$ cat config.mk
export PLATFORM = sky130hd
export DESIGN_NAME = hazard_unit
export DESIGN_NICKNAME = d
export VERILOG_FILES = /design/src/rtl/hazard_unit.sv
export SDC_FILE = /design/constraint.sdc
export NUM_CORES = 1
export LEC_CHECK = 0
export ABC_AREA = 1
export ABC_CLOCK_PERIOD_IN_PS = 5600
export CORE_ASPECT_RATIO = 0.75
export CORE_MARGIN = 2
export CORE_UTILIZATION = 45
export CTS_CLUSTER_DIAMETER = 120
export DETAILED_ROUTE_END_ITERATION = 16
export PLACE_DENSITY = 0.74
export SYNTH_ARGS = -nofsm -noshare
export SYNTH_HDL_FRONTEND = slang
export SYNTH_SLANG_ARGS = --single-unit
export TNS_END_PERCENT = 100
$ cat constraint.sdc
create_clock -name clk -period 5.6 [get_ports clk]
set_clock_uncertainty 0.2 [all_clocks]
set_input_delay 1.68 -clock clk [delete_from_list [all_inputs] [get_ports clk]]
set_output_delay 1.68 -clock clk [all_outputs]
set_load 0.02 [all_outputs]
$ cat src/rtl/hazard_unit.sv
// hazard_unit: ID-stage stall, bubble and flush control with a long-latency op scoreboard.
module hazard_unit #(
  parameter int MAX_LONG = 2,
  parameter int CNT_W = 32
) (
  input  logic                            clk,
  input  logic                            rst_n,
  input  logic                            id_valid,
  input  logic [4:0]                      id_rs1,
  input  logic [4:0]                      id_rs2,
  input  logic                            id_uses_rs1,
  input  logic                            id_uses_rs2,
  input  logic [4:0]                      id_rd,
  input  logic                            id_reg_write,
  input  logic                            id_is_long,
  input  logic [4:0]                      id_ex_rd,
  input  logic                            id_ex_mem_read,
  input  logic                            ex_branch_taken,
  input  logic                            long_wb_valid,
  input  logic [4:0]                      long_wb_rd,
  output logic                            stall_pc,
  output logic                            stall_if_id,
  output logic                            bubble_id_ex,
  output logic                            flush_if_id,
  output logic                            issue,
  output logic [$clog2(MAX_LONG+1)-1:0]   long_outstanding,
  output logic [CNT_W-1:0]                stall_cycles,
  output logic                            err_underflow
);
  localparam int OW = $clog2(MAX_LONG+1);
  logic [31:0]      pending_q, pending_d;
  logic [OW-1:0]    cnt_q, cnt_d;
  logic [CNT_W-1:0] stall_q, stall_d;
  logic             err_q, err_d;
  logic             load_use, raw, waw, structural, hazard, inc, wb_ok;
  // A same-cycle writeback is visible through the write-through register file.
  function automatic logic busy(input logic [4:0] r);
    return pending_q[r] && !(long_wb_valid && long_wb_rd == r);
  endfunction
  assign load_use   = id_ex_mem_read && id_ex_rd != 5'd0 &&
                      ((id_uses_rs1 && id_rs1 == id_ex_rd) || (id_uses_rs2 && id_rs2 == id_ex_rd));
  assign raw        = (id_uses_rs1 && busy(id_rs1)) || (id_uses_rs2 && busy(id_rs2));
  assign waw        = id_reg_write && id_rd != 5'd0 && busy(id_rd);
  assign structural = id_is_long && cnt_q == OW'(MAX_LONG) && !long_wb_valid;
  assign hazard     = id_valid && (load_use || raw || waw || structural);
  assign flush_if_id  = ex_branch_taken;
  assign bubble_id_ex = ex_branch_taken || hazard;
  assign stall_pc     = !ex_branch_taken && hazard;
  assign stall_if_id  = stall_pc;
  assign issue        = id_valid && !ex_branch_taken && !hazard;
  assign inc   = issue && id_is_long;
  assign wb_ok = long_wb_valid && cnt_q != '0;
  always_comb begin
    pending_d = pending_q;
    if (wb_ok) pending_d[long_wb_rd] = 1'b0;
    if (inc && id_reg_write && id_rd != 5'd0) pending_d[id_rd] = 1'b1;
    pending_d[0] = 1'b0;
    cnt_d   = (inc && !long_wb_valid) ? cnt_q + OW'(1) : (wb_ok && !inc) ? cnt_q - OW'(1) : cnt_q;
    stall_d = stall_q + CNT_W'(stall_pc && !(&stall_q));
    err_d   = err_q || (long_wb_valid && cnt_q == '0);
  end
  always_ff @(posedge clk) begin
    if (!rst_n) begin
      pending_q <= '0;
      cnt_q     <= '0;
      stall_q   <= '0;
      err_q     <= 1'b0;
    end else begin
      pending_q <= pending_d;
      cnt_q     <= cnt_d;
      stall_q   <= stall_d;
      err_q     <= err_d;
    end
  end
  assign long_outstanding = cnt_q;
  assign stall_cycles     = stall_q;
  assign err_underflow    = err_q;
endmodule

# Yosys cells after proc, flatten, opt, wreduce, memory -nomap -nowiden

Index checks and enable logic that the tools add are counted.

$add $sub $neg: 3
$mul: 0
Div/mod/pow operators: 0
Magnitude comparators: 6
Equal/unequal tests: 6
Shifts and indexed selects: 0
Muxes and demuxes: 14
Bitwise logic cells: 3
Reductions and logical operators: 51

Operator list:

| operator              | number |
|---|---|
| $mux W32              | 2 |
| $add A32 B1 Y32       | 1 |
| $and A32 B32 Y32      | 1 |
| $not A32 Y32          | 1 |
| $or A32 B32 Y32       | 1 |
| $reduce_and A32 Y1    | 1 |
| $logic_and A1 B1 Y1   | 30 |
| $eq A5 B5 Y1          | 5 |
| $lt A5 B6 Y1 const B  | 4 |
| $bmux W1 S5           | 3 |
| $demux W1 S5          | 2 |
| $ge A5 B1 Y1 const B  | 2 |
| $reduce_bool A5 Y1    | 2 |
| $logic_not A1 Y1      | 8 |
| $logic_or A1 B1 Y1    | 7 |
| $mux W1               | 5 |
| $mux W2               | 2 |
| $reduce_bool A2 Y1    | 2 |
| $add A2 B1 Y2 const B | 1 |
| $eq A2 B2 Y1 const B  | 1 |
| $logic_not A2 Y1      | 1 |
| $sub A2 B1 Y2 const B | 1 |

Register bits: 67
Latch bits: 0
Memory bits (writable): 0
Bits in read-only memories: 0
Bits of input ports: 35
Output and inout port bits: 40
Memories kept: 0

# Logic depth before layout (Yosys ltp)

Depth in word-level cells: 17
Mapped depth: 29
Depth with buffers taken out: 27

# Least setup slack after synthesis

OpenSTA, ideal clock, no wires.

Path kind: input-to-output
Start point: input port id_rs1[1]
End point: output port stall_pc
Arrival time: 3050 ps
Required time: 3720 ps
Setup slack: 670 ps
Cell stages on the path: 12
Path through: buf_2 > clkinv_1 > nor2_1 > nand2_1 > nand3_1 > nand3_1 > nand3_1 > nand3_1 > nand3_1 > nand2_1 > inv_1 > buf_4

Longest elaborated chain between the ends: 11
Elaborated cells between the ends (all ways): 17

RTL lines:

| element                                                             | RTL line | text |
|---|---|---|
| start, declared                                                     | 9        | `input logic [4:0] id_rs1,` |
| parallel branches: the longest is 6 deep, another holds $bmux W1 S5 | n/a      |  |
| $logic_or A1 B1 Y1 (*) (3 in a row)                                 | 45       | `assign hazard = id_valid && (load_use \|\| raw \|\| waw \|\| structural);` |
| $logic_and A1 B1 Y1 (*)                                             | 45       |  |
| $logic_and A1 B1 Y1 (*)                                             | 48       | `assign stall_pc = !ex_branch_taken && hazard;` |
| end, declared                                                       | 21       | `output logic stall_pc,` |

Mark *: on every way between the ends. The select of a mux whose other input is x is not followed.

# Final worst setup path

Start point: input port id_rd[3]
End point: output port stall_pc

Longest elaborated chain between the ends: 9
Elaborated cells between the ends (all ways): 13

RTL lines:

| element                                                             | RTL line | text |
|---|---|---|
| start, declared                                                     | 13       | `input logic [4:0] id_rd,` |
| parallel branches: the longest is 4 deep, another holds $bmux W1 S5 | n/a      |  |
| $logic_and A1 B1 Y1 (*)                                             | 43       | `assign waw = id_reg_write && id_rd != 5'd0 && busy(id_rd);` |
| $logic_or A1 B1 Y1 (*) (2 in a row)                                 | 45       |  |
| $logic_and A1 B1 Y1 (*)                                             | 45       |  |
| $logic_and A1 B1 Y1 (*)                                             | 48       |  |

Marked as above.

==> results.toml <==
[place]
dp_hpwl_um = 13280
portBuffers = 74
place_congestion = 0.9485
dp_slack_ps = -357.8

[timing]
fin_crit_ps = 5513
drv_slew = 0
tightest_slew_ps = 821.3
setup_violations = 0
worst_slack_ps = 87.45
slew_headroom_pct = 45.12
rsz0062_at_grt = "yes"
fin_crit_sh_pct = 98.44
whs_ps = 279.6
hold_viol = 0
max_freq_mhz = 181.4

[finish]
area_delta_synth_final_pct = 37.46
nets = 977
n_antenna_cell = 0
final_layout_size_suffix_gt1_share_pct = 13.65

[drt]
detail-route-antenna-nets = 0
viasPerCell = 5.525
wl_per_cell_um = 16.67
vias = 5973
routed_wirelength_um = 18020
drcViolationCount = 0
first_pass_iters = 5
drtIter0Drc = 621

[critical_path]
critPathLaunchType = "input port"
crit_type = "input port to primary output"
slowest_stage = "clkdlybuf4s50_1"
reg2reg_to = "stall_cycles[28]"
crit_fanout = 5
slowest_delay_ps = 450
end_kind = "primary output"
ff2ff_setup_slack_ps = 1870
crit_chain = "clkdlybuf4s50_1 -> inv_1 -> buf_4 -> nor2_1 -> nor2_1 -> nand3_1 -> nand2_1 -> inv_2 -> a21oi_2 -> nand3_1 -> nand2_1 -> inv_1 -> clkbuf_2"
arrival_ps = 3630
rr_worst_depth = 23
r2r_start = "pending_q[21]"
crit_required_ps = 3720

[outcome]
status = "finished, final reports clean"

[floorplan]
rows = 32
die_y_um = 92.22
core-area_mm2 = 0.01021
die_x_um = 121.6
ioPinCount = 75
dieArea_mm2 = 0.01122
start_util_pct = 45.74

[run]
maxCapViolCount = 0

[power]
power.total_mw = 1.217
p_leak_nw = 2.795
ir_drop_mv = 0.1451
p_per_area_mw_per_mm2 = 189.6

[clock_network]
cts_made_buffers = 9
cts_tree = "built"
worstSkewPairLatency_ps = 340
clock-root-buffer = "clkbuf_16"
path_clk_slew_ps = 60
h-tree-depth = 3
cts_hold_buf = 0
cts_sinks = 66
clk_path_buf_depth = 2

[logic_synthesis]
synth-seq-cells = 66
avgSynthCellArea_um2 = 5.830
syn_area_mm2 = 0.004669
yosysSeqAreaShare_pct = 28.30
syn_inst = 801
syn-num-nets = 838
synth.distinct_cells = 38
ys_warn_count = 0

[global_route]
grt_overflow_total = 0
grt_pass1_wl_um = 28100
grt_usage_pct = 32.18
grt_max_degree = 34
first_global_vias = 5366
antenna_found_initial = 0

[hold_path]
min_path_type = "register to register"
min_path_cells = 2
min_from = "stall_cycles[25]"
hold_end = "stall_cycles[25]"
[synth_stat cells, drive strengths merged]
cell | n | share of area, %
nand2 | 200 | 16
inv | 104 | 8.4
nand3 | 104 | 11
nor2 | 101 | 8.3
dfxtp | 66 | 28
a21oi | 51 | 5.5
o21ai | 51 | 5.5
buf | 22 | 2.8
nor3 | 21 | 2.4
nand4 | 13 | 1.7
clkbuf | 12 | 0.99
o211ai | 10 | 1.6
o22ai | 9 | 1.2
xor2 | 8 | 1.5
a31oi | 4 | 0.54
nor4 | 3 | 0.40
o21a | 3 | 0.48
a211oi | 2 | 0.32
a221oi | 2 | 0.38
and3 | 2 | 0.27
clkinv | 2 | 0.16
ha | 2 | 0.54
nor3b | 2 | 0.32
o31ai | 2 | 0.32
or2 | 2 | 0.27
xnor2 | 2 | 0.38
a41oi | 1 | 0.19
[cells in the final DEF, fill, tap and decap left out, types with 4 or more instances in the layout]
master,count
nand4_1,13
clkbuf_2,4
xor2_1,8
nand3_1,104
nor2_1,96
o211ai_1,10
a31oi_1,4
nor3_2,5
inv_1,99
nand2_1,199
o21ai_0,49
clkbuf_16,10
a21oi_1,50
dfxtp_1,66
buf_4,86
nor3_1,14
o22ai_1,9
clkdlybuf4s50_1,65
[worst max-delay path, delay by kind of cell]
| family | cells | cell delay, ps |
|---|---|---|
| AOI/OAI and AO/OA | 1 | 140 |
| buffers and inverters | 6 | 1120 |
| and+or+nand+nor | 6 | 680 |
[state kept, by name, summed over array words and instances (netlist names)]
signal            count
pending_q            31
long_outstanding      2
stall_cycles         32
err_underflow         1
[through the flow]
stage          utilization (%)  setup TNS [ps]  cells  area (µm²)
3_5_place_dp             59.24           -2323   1061        6048
2_1_floorplan                -               0    801        4669
6_report                 62.87               0   1081        6419
4_1_cts                  62.23               0   1080        6354
3_3_place_gp             59.24           -1680   1061        6048
5_1_grt                  62.87          -131.7   1081        6419
[routing by layer]
layer | track usage (%) | wire length, µm | up-vias
met1 | 47.01 | 8131 | 2730
met5 | 0 | 0 | -
li1 | - | - | 2898
met4 | 7.567 | 288 | 0
met2 | 46.35 | 7294 | 317
met3 | 9.266 | 2301 | 28
[where the power goes]
part	internal [mW]	switching (mW)	total, mW
Sequential	0.472	0.00231	0.474
Clock	0.300	0.224	0.525
Combinational	0.0912	0.127	0.218
[worst max-delay path by stage]
stage                          from          endpoint  slack [ps]
after detailed placement   id_rd[4]          stall_pc        -360
after floorplan           id_rs1[1]          stall_pc         670
after global routing       id_rd[4]  stall_cycles[29]         -40
after global placement     id_rd[4]          stall_pc        -350
after CTS                 id_rs2[0]          stall_pc           4
final                      id_rd[3]          stall_pc          90
[cell families (layout without fill, tap and decap cells)]
group	count (synthesis)	in the layout	share of synthesized area (%)
AO/OA/AOI/OAI	135	135	16.05
XOR/XNOR	10	10	1.876
adder cells (fa/ha/maj)	2	2	0.5358
buffers and inverters	140	284	12.33
flip-flops	66	66	28.30
AND/OR/NAND/NOR	448	448	40.92
[cell type report]
class	instances	area, µm²
Fill cell	991	3791
Sequential cell	66	1321
Clock inverter	6	42.54
Inverter	106	404.1
Tap cell	136	170.2
Multi-Input combinational cell	595	2835
Clock buffer	10	229.0
Timing Repair Buffer	162	1416
[repair_timing]
action                                  4_1_cts  5_1_grt
setup buffers                                 3        0
resized for setup                            10       22
endpoints found under the setup margin        4       11
cloned                                        0        1
No activity file was read; power rests on OpenSTA's default activity.
